**src/rtl/mem_port_arbiter_pkg.sv**
```systemverilog
// Shared types for the MMU port arbiter.
//   arb_state_e : transaction sequencer states (idle, busy on fetch, busy on data, done)
//   arb_port_e  : requester identifiers for the fetch (I) and load/store (D) ports
package mem_port_arbiter_pkg;

  typedef enum logic [1:0] {
    ArbIdle  = 2'd0,
    ArbBusyI = 2'd1,
    ArbBusyD = 2'd2,
    ArbDone  = 2'd3
  } arb_state_e;

  typedef enum logic {
    ArbPortI = 1'b0,
    ArbPortD = 1'b1
  } arb_port_e;

endpackage

```
**src/rtl/mem_port_arbiter_starve_cnt.sv**
```systemverilog
// Fetch starvation guard for mem_port_arbiter.
// Counts data-port grants made while a fetch is waiting and raises force_fetch once the
// count reaches STARVE_MAX. Any fetch grant clears the count.
// Ports:
//   clk, reset   : clock, synchronous active-high reset
//   if_req       : fetch request level
//   d_grant      : data port granted this cycle
//   i_grant      : fetch port granted this cycle
//   force_fetch  : next arbitration must favour the fetch port
module mem_port_arbiter_starve_cnt #(
  parameter int unsigned STARVE_MAX = 4
) (
  input  logic clk,
  input  logic reset,
  input  logic if_req,
  input  logic d_grant,
  input  logic i_grant,
  output logic force_fetch
);

  localparam int unsigned CntW = (STARVE_MAX < 1) ? 1 : $clog2(STARVE_MAX + 1);

  logic [CntW-1:0] cnt_q, cnt_d;
  logic            at_max;

  assign at_max = (cnt_q == CntW'(STARVE_MAX));

  always_comb begin
    cnt_d = cnt_q;
    if (i_grant) begin
      cnt_d = '0;
    end else if (d_grant && if_req && !at_max) begin
      cnt_d = cnt_q + 1'b1;
    end
  end

  always_ff @(posedge clk) begin
    if (reset) begin
      cnt_q <= '0;
    end else begin
      cnt_q <= cnt_d;
    end
  end

  assign force_fetch = at_max;

endmodule

```
**src/rtl/mem_port_arbiter.sv**
```systemverilog
// Shares the single MMU memory port between instruction fetch (I) and load/store (D).
// One transaction at a time: IDLE -> BUSY_I | BUSY_D -> DONE -> IDLE. D wins ties.
// Optional feature: define ARB_STARVE_GUARD_EN to force a fetch grant after STARVE_MAX
// consecutive data grants made while a fetch was waiting.
// Ports:
//   clk, reset                       : clock, synchronous active-high reset
//   if_req/if_addr/if_flush          : fetch request, word address, cancel (branch taken)
//   if_ack/if_rdata                  : one-cycle fetch completion, instruction data
//   d_req/d_we/d_byte/d_addr/d_wdata : data request, store flag, byte select, address, data
//   d_ack/d_rdata                    : one-cycle data completion, raw load data
//   mem_req/mem_we/mem_byte/mem_addr/mem_wdata : MMU request, held until mem_ack
//   mem_ack/mem_rdata                : MMU completion and read data
module mem_port_arbiter
  import mem_port_arbiter_pkg::*;
#(
  parameter int unsigned ADDR_W     = 32,
  parameter int unsigned DATA_W     = 32,
  parameter int unsigned STARVE_MAX = 4
) (
  input  logic              clk,
  input  logic              reset,
  input  logic              if_req,
  input  logic [ADDR_W-1:0] if_addr,
  input  logic              if_flush,
  output logic              if_ack,
  output logic [DATA_W-1:0] if_rdata,
  input  logic              d_req,
  input  logic              d_we,
  input  logic              d_byte,
  input  logic [ADDR_W-1:0] d_addr,
  input  logic [DATA_W-1:0] d_wdata,
  output logic              d_ack,
  output logic [DATA_W-1:0] d_rdata,
  output logic              mem_req,
  output logic              mem_we,
  output logic              mem_byte,
  output logic [ADDR_W-1:0] mem_addr,
  output logic [DATA_W-1:0] mem_wdata,
  input  logic              mem_ack,
  input  logic [DATA_W-1:0] mem_rdata
);

  arb_state_e        state_q, state_d;
  logic              flush_q, flush_d;
  logic              mem_req_q, mem_req_d;
  logic              mem_we_q, mem_we_d;
  logic              mem_byte_q, mem_byte_d;
  logic [ADDR_W-1:0] mem_addr_q, mem_addr_d;
  logic [DATA_W-1:0] mem_wdata_q, mem_wdata_d;
  logic              if_ack_q, if_ack_d;
  logic              d_ack_q, d_ack_d;
  logic [DATA_W-1:0] if_rdata_q, if_rdata_d;
  logic [DATA_W-1:0] d_rdata_q, d_rdata_d;

  logic      i_pend;
  logic      force_fetch;
  logic      grant_i;
  logic      grant_d;
  arb_port_e winner;

  // A flush in the sampling cycle hides the fetch request from arbitration.
  assign i_pend  = if_req & ~if_flush;
  assign winner  = (i_pend && (!d_req || force_fetch)) ? ArbPortI : ArbPortD;
  assign grant_i = (state_q == ArbIdle) && (winner == ArbPortI);
  assign grant_d = (state_q == ArbIdle) && d_req && (winner == ArbPortD);

`ifdef ARB_STARVE_GUARD_EN
  mem_port_arbiter_starve_cnt #(
    .STARVE_MAX (STARVE_MAX)
  ) u_starve_cnt (
    .clk         (clk),
    .reset       (reset),
    .if_req      (if_req),
    .d_grant     (grant_d),
    .i_grant     (grant_i),
    .force_fetch (force_fetch)
  );
`else
  logic unused_starve_max;
  assign unused_starve_max = ^STARVE_MAX;
  assign force_fetch       = 1'b0;
`endif

  always_comb begin
    state_d     = state_q;
    flush_d     = flush_q;
    mem_req_d   = mem_req_q;
    mem_we_d    = mem_we_q;
    mem_byte_d  = mem_byte_q;
    mem_addr_d  = mem_addr_q;
    mem_wdata_d = mem_wdata_q;
    if_ack_d    = 1'b0;
    d_ack_d     = 1'b0;
    if_rdata_d  = if_rdata_q;
    d_rdata_d   = d_rdata_q;

    unique case (state_q)
      ArbIdle: begin
        if (grant_d) begin
          state_d     = ArbBusyD;
          flush_d     = 1'b0;
          mem_req_d   = 1'b1;
          mem_we_d    = d_we;
          mem_byte_d  = d_byte;
          mem_addr_d  = d_addr;
          mem_wdata_d = d_wdata;
        end else if (grant_i) begin
          state_d     = ArbBusyI;
          flush_d     = 1'b0;
          mem_req_d   = 1'b1;
          mem_we_d    = 1'b0;
          mem_byte_d  = 1'b0;
          mem_addr_d  = if_addr;
          mem_wdata_d = '0;
        end
      end
      ArbBusyI: begin
        // The MMU request is never withdrawn; a flush only cancels the acknowledge.
        if (if_flush) begin
          flush_d = 1'b1;
        end
        if (mem_ack) begin
          state_d   = ArbDone;
          mem_req_d = 1'b0;
          if (!flush_q && !if_flush) begin
            if_ack_d   = 1'b1;
            if_rdata_d = mem_rdata;
          end
        end
      end
      ArbBusyD: begin
        if (mem_ack) begin
          state_d   = ArbDone;
          mem_req_d = 1'b0;
          d_ack_d   = 1'b1;
          d_rdata_d = mem_rdata;
        end
      end
      ArbDone: begin
        state_d = ArbIdle;
      end
      default: begin
        state_d = ArbIdle;
      end
    endcase
  end

  always_ff @(posedge clk) begin
    if (reset) begin
      state_q     <= ArbIdle;
      flush_q     <= 1'b0;
      mem_req_q   <= 1'b0;
      mem_we_q    <= 1'b0;
      mem_byte_q  <= 1'b0;
      mem_addr_q  <= '0;
      mem_wdata_q <= '0;
      if_ack_q    <= 1'b0;
      d_ack_q     <= 1'b0;
      if_rdata_q  <= '0;
      d_rdata_q   <= '0;
    end else begin
      state_q     <= state_d;
      flush_q     <= flush_d;
      mem_req_q   <= mem_req_d;
      mem_we_q    <= mem_we_d;
      mem_byte_q  <= mem_byte_d;
      mem_addr_q  <= mem_addr_d;
      mem_wdata_q <= mem_wdata_d;
      if_ack_q    <= if_ack_d;
      d_ack_q     <= d_ack_d;
      if_rdata_q  <= if_rdata_d;
      d_rdata_q   <= d_rdata_d;
    end
  end

  // A flush arriving in the DONE cycle still cancels the fetch acknowledge.
  assign if_ack    = if_ack_q & ~if_flush;
  assign d_ack     = d_ack_q;
  assign if_rdata  = if_rdata_q;
  assign d_rdata   = d_rdata_q;
  assign mem_req   = mem_req_q;
  assign mem_we    = mem_we_q;
  assign mem_byte  = mem_byte_q;
  assign mem_addr  = mem_addr_q;
  assign mem_wdata = mem_wdata_q;

endmodule

```
**config.mk**
```make
export PLATFORM = sky130hd
export DESIGN_NAME = mem_port_arbiter
export DESIGN_NICKNAME = d
export VERILOG_FILES = /design/src/rtl/mem_port_arbiter_pkg.sv /design/src/rtl/mem_port_arbiter_starve_cnt.sv /design/src/rtl/mem_port_arbiter.sv
export SDC_FILE = /design/constraint.sdc
export NUM_CORES = 1
export LEC_CHECK = 0
export CORE_MARGIN = 2
export CORE_UTILIZATION = 40
export CTS_BUF_LIST = sky130_fd_sc_hd__clkbuf_8
export CTS_CLUSTER_SIZE = 12
export DETAILED_ROUTE_END_ITERATION = 7
export DONT_BUFFER_PORTS = 1
export RECOVER_POWER = 25
export SLEW_MARGIN = 20
export SYNTH_ARGS = -nofsm -noshare
export SYNTH_HDL_FRONTEND = slang
export SYNTH_HIERARCHICAL = 1
export SYNTH_SLANG_ARGS = --single-unit
```
**constraint.sdc**
```tcl
create_clock -name clk -period 1.55 [get_ports clk]
set_input_delay 0.31 -clock clk [delete_from_list [all_inputs] [get_ports clk]]
set_output_delay 0.31 -clock clk [all_outputs]
set_load 0.01 [all_outputs]
```
==> impl_summary.txt <==
----------------------------------------------------
[Timing]
  Normalized max-slew margin ... 0.7023
  Number of setup violations in the final report ... 1
  Final hold viol count ... 38
  Max Slew Vio Count ... 0
  Shortest period the worst path allows ... roughly 1600 ps
  Slack of the critical path ... -0.3805 ps
  Final Skew ... 9.281 ps
  Unrepaired setup endpoints after global routing ... true
  Max Freq ... 645.0 MHz
  Worst slack on hold paths ... -68.58 ps
  Fraction of the cycle the final worst path needs ... 1.000
  Worst-margin pin slew ... 445.6 ps

[Detailed routing]
  Iter 0 DRT Violations ... approximately 230
  TritonRoute pass-1 iters ... 4
  Antenna violation net count after detailed routing ... 0
  Post-route DRC violation count ... 0
  Post-detailed-route via-to-cell ratio ... 5.693
  Routed WL ... 16.05 mm
  Wire length per cell after detailed routing ... about 20 um
  Vias after detailed routing ... between 4000 and 5000

[Setup path]
  Reg2reg start ... state_q[1]
  Start-to-end type of the worst setup path ... reg -> reg
  Critical path capture point type ... flip-flop
  Worst path top cell family by delay ... buffers and inverters
  FF-to-FF path depth ... 7
  Chain of cells forming the critical path ... inv_2, ha_4, nand2_8, buf_12, buf_12, mux2i_1, a2111oi_4
  Slowest stage delay, CP ... around 340 ps
  Capture instance of the worst register-to-register path ... mem_addr[30]
  Largest fanout of any net on the critical path ... 8
  Cell repeated most along the worst path ... sky130_fd_sc_hd__buf_12
  Slack of the worst reg-to-reg path ... -0.4 ps
  CP bufs+invs ... 3
  Worst path slowest cell ... sky130_fd_sc_hd__dfxtp_2
  Worst endpoint required time ... 1860 ps
  CP Data Arrival Time ... 1860 ps
  Nature of the critical path startpoint ... flip-flop

[Floorplan]
  Floorplan die area ... roughly 0.015 mm2
  Core area ... around 0.013 mm2
  Count of pins on the block boundary ... 269
  Effective utilization at floorplan ... 0.4139
  Chip height ... between 100 and 150 um
  Die width ... about 120 um
  FP Rows ... between 40 and 50

[Hold path]
  Terminating pin of the worst hold path ... mem_addr[13]
  Worst Hold Path Cells ... 1
  Start point of the worst min-delay path ... reset
  Worst min-delay path class ... in -> reg

[Yosys]
  Yosys reg bits ... around 140
  Distinct cells, synth ... 33
  Share of the synthesized area in the top cell type ... 0.4928
  Library cell occupying the most area in the post-synthesis netlist ... sky130_fd_sc_hd__dfxtp_1
  Synth area leaders ... sky130_fd_sc_hd__dfxtp_1 (49%), sky130_fd_sc_hd__nand2_1 (8.9%), sky130_fd_sc_hd__a2111oi_2 (8.2%)
  Proportion of synthesized chip area in sequential cells ... 0.4928
  Gate Count Post-Synth ... 586
  Post-Syn Area per Cell ... 9.429 um2
  Cell area after technology mapping ... between 0.005 and 0.006 mm2
  Syn. warnings ... 6
  Nets in the synthesized netlist ... 726

[Layout]
  Layout cell share with drive strength beyond 1 ... 0.1853
  FILL cells ... ~1200
  Net count, final ... between 700 and 800
  Final cell area excluding filler cells ... between 0.007 and 0.008 mm2
  Number of non-filler instances in the completed layout ... 802
  Layout overhead on the synthesized area ... 29.19%
  Final Core Density ... 0.5348
  Number of antenna repair diodes ... 0

[Global routing]
  First-pass GRT wire length ... between 20 and 25 mm
  Pin count of the biggest net entering global routing ... 104
  GRT Overall Usage ... 0.2015
  Antenna violations before repair ... 0
  Remaining global-route overflow ... 0
  Via count of the first global-routing pass ... between 4000 and 5000

[Outcome]
  Outcome ... finished, violations left
  Failing checks ... hold timing, setup timing

[Clock network]
  CTS clk-pin slew, worst paths ... roughly 70 ps
  Later-pin clock latency in the skew report ... 440 ps
  Clock tree root buffer cell ... sky130_fd_sc_hd__clkbuf_8
  Clk buf depth ... 2
  Number of buffers inserted during clock tree synthesis ... 17
  TritonCTS sink count ... 136
  H-Tree Depth ... 4
  Clock tree from TritonCTS ... done

[Placement]
  Routability-driven placement congestion ratio ... 0.7454
  Instance area after placement ... ~0.0057 mm2
  Cell count after placement ... ~730
  HPWL reported at the end of detailed placement ... ~10 mm
  # port buffers ... 0

[Run]
  Total of max-cap violations ... 0

[Power and ir drop]
  Power density over the cells ... 1779 mW/mm2
  Maximum VDD drop ... between 600 and 700 uV
  Static Leak ... around 0.0025 uW

----------------------------------------------------
-- synth_stat cells, drive strengths merged --
master     n
or3        1
o22ai      1
nand3b     1
dfxtp    136
a32o      34
nor4       1
mux2i     33
nor2      37
nor3      32
nand2b     2
nand4bb    1
a2111oi   33
inv        4
nor2b      5
a211oi     2
clkbuf    20
o21ai      2
nand2    132
and3       1
o21a       1
buf       33
ha         4
and4bb     1
a21oi     67
clkinv     1
and2       1
-- layer usage --
layer	global-route usage	up-vias	share of wire
li1	-	2138	-
met1	0.2071	2202	0.36
met2	0.3676	206	0.53
met3	0.08755	20	0.097
met4	0.06466	0	0.016
met5	0	-	0
-- placed cells by master, fill, tap and decap left out, types with 3 or more instances in the layout --
cell type | netlist | layout
sky130_fd_sc_hd__buf_4 | 1 | 9
sky130_fd_sc_hd__nor2_1 | 36 | 36
sky130_fd_sc_hd__nor2b_1 | 5 | 3
sky130_fd_sc_hd__nand2_1 | 131 | 131
sky130_fd_sc_hd__inv_1 | 4 | 3
sky130_fd_sc_hd__clkbuf_16 | 0 | 3
sky130_fd_sc_hd__mux2i_2 | 0 | 9
sky130_fd_sc_hd__a32o_1 | 34 | 34
sky130_fd_sc_hd__clkinv_2 | 0 | 3
sky130_fd_sc_hd__nor3_1 | 32 | 32
sky130_fd_sc_hd__dfxtp_1 | 136 | 134
sky130_fd_sc_hd__ha_4 | 0 | 3
sky130_fd_sc_hd__dlygate4sd3_1 | 0 | 34
sky130_fd_sc_hd__buf_12 | 0 | 11
sky130_fd_sc_hd__clkbuf_8 | 0 | 20
sky130_fd_sc_hd__mux2i_1 | 33 | 24
sky130_fd_sc_hd__a2111oi_2 | 30 | 4
sky130_fd_sc_hd__buf_16 | 0 | 3
sky130_fd_sc_hd__a2111oi_4 | 0 | 27
sky130_fd_sc_hd__a21oi_1 | 67 | 65
-- stage by stage --
stage / setup TNS [ps] / worst slack (ps) / power, uW
global route: -1546 / -67.27 / 13410
detailed placement: -5496 / -183.4 / 8461
finish: -0.3805 / -0.3805 / 12700
global placement: -12160 / -300.5 / 8291
CTS: -1.163 / -1.163 / 11830
floorplan: 0 / 43.11 / 7579
-- where the power goes --
group | switching [uW] | total, uW | leakage [uW] | internal, uW
clock network | 1280 | 2800 | 0.000194 | 1520
registers | 775 | 4890 | 0.00111 | 4110
logic | 2610 | 5020 | 0.00115 | 2410
total | 4670 | 12700 | 0.00245 | 8030
-- repair_timing --
action,4_1_cts,5_1_grt
endpoints found under the setup margin,67,74
setup buffers,3,2
gates cloned,3,4
hold endpoints to repair,133,101
gates resized for setup,24,46
hold buffers,33,1
pin swaps,18,20
-- how the worst max path moves through the flow --
stage	slack, ps	startpoint	to	depth (start not counted)
6_report	-0.4	state_q[1]	mem_addr[30]	7
5_1_grt	-70	state_q[1]	mem_addr[11]	6
4_1_cts	-1	state_q[1]	mem_addr[26]	7
3_5_place_dp	-180	state_q[0]	state_q[1]	6
3_3_place_gp	-300	state_q[0]	mem_wdata[13]	5
2_1_floorplan	40	state_q[0]	state_q[1]	6
-- state kept, by name, summed over array words and instances, names as in the netlist --
signal / cells
mem_wdata: 32
flush_q: 1
if_ack_q: 1
mem_addr: 32
mem_byte: 1
mem_we: 1
state_q: 2
d_ack: 1
if_rdata: 32
d_rdata: 32
mem_req: 1
-- layout make-up --
class / count / area, um2 / share of cell area
clock buffer: 20 / 275.3 / 0.03856
clock inverter: 9 / 102.6 / 0.01437
inverter: 5 / 18.77 / 0.002629
multi-input combinational: 393 / 2973 / 0.4165
sequential: 136 / 2725 / 0.3818
tap: 176 / 220.2 / 0.03085
timing repair buffer: 63 / 823.3 / 0.1153
-- cells by family (layout without fill, tap and decap cells) --
family | count (synthesis) | in the layout | synth area share
adders and majority gates | 4 | 4 | 0.009058
muxes | 33 | 33 | 0.05978
buffers and inverters | 58 | 97 | 0.05548
AOI/OAI and AO/OA | 140 | 140 | 0.2176
and+or+nand+nor | 215 | 216 | 0.1653
DFF | 136 | 136 | 0.4928
Power figures use the tool's default switching activity.
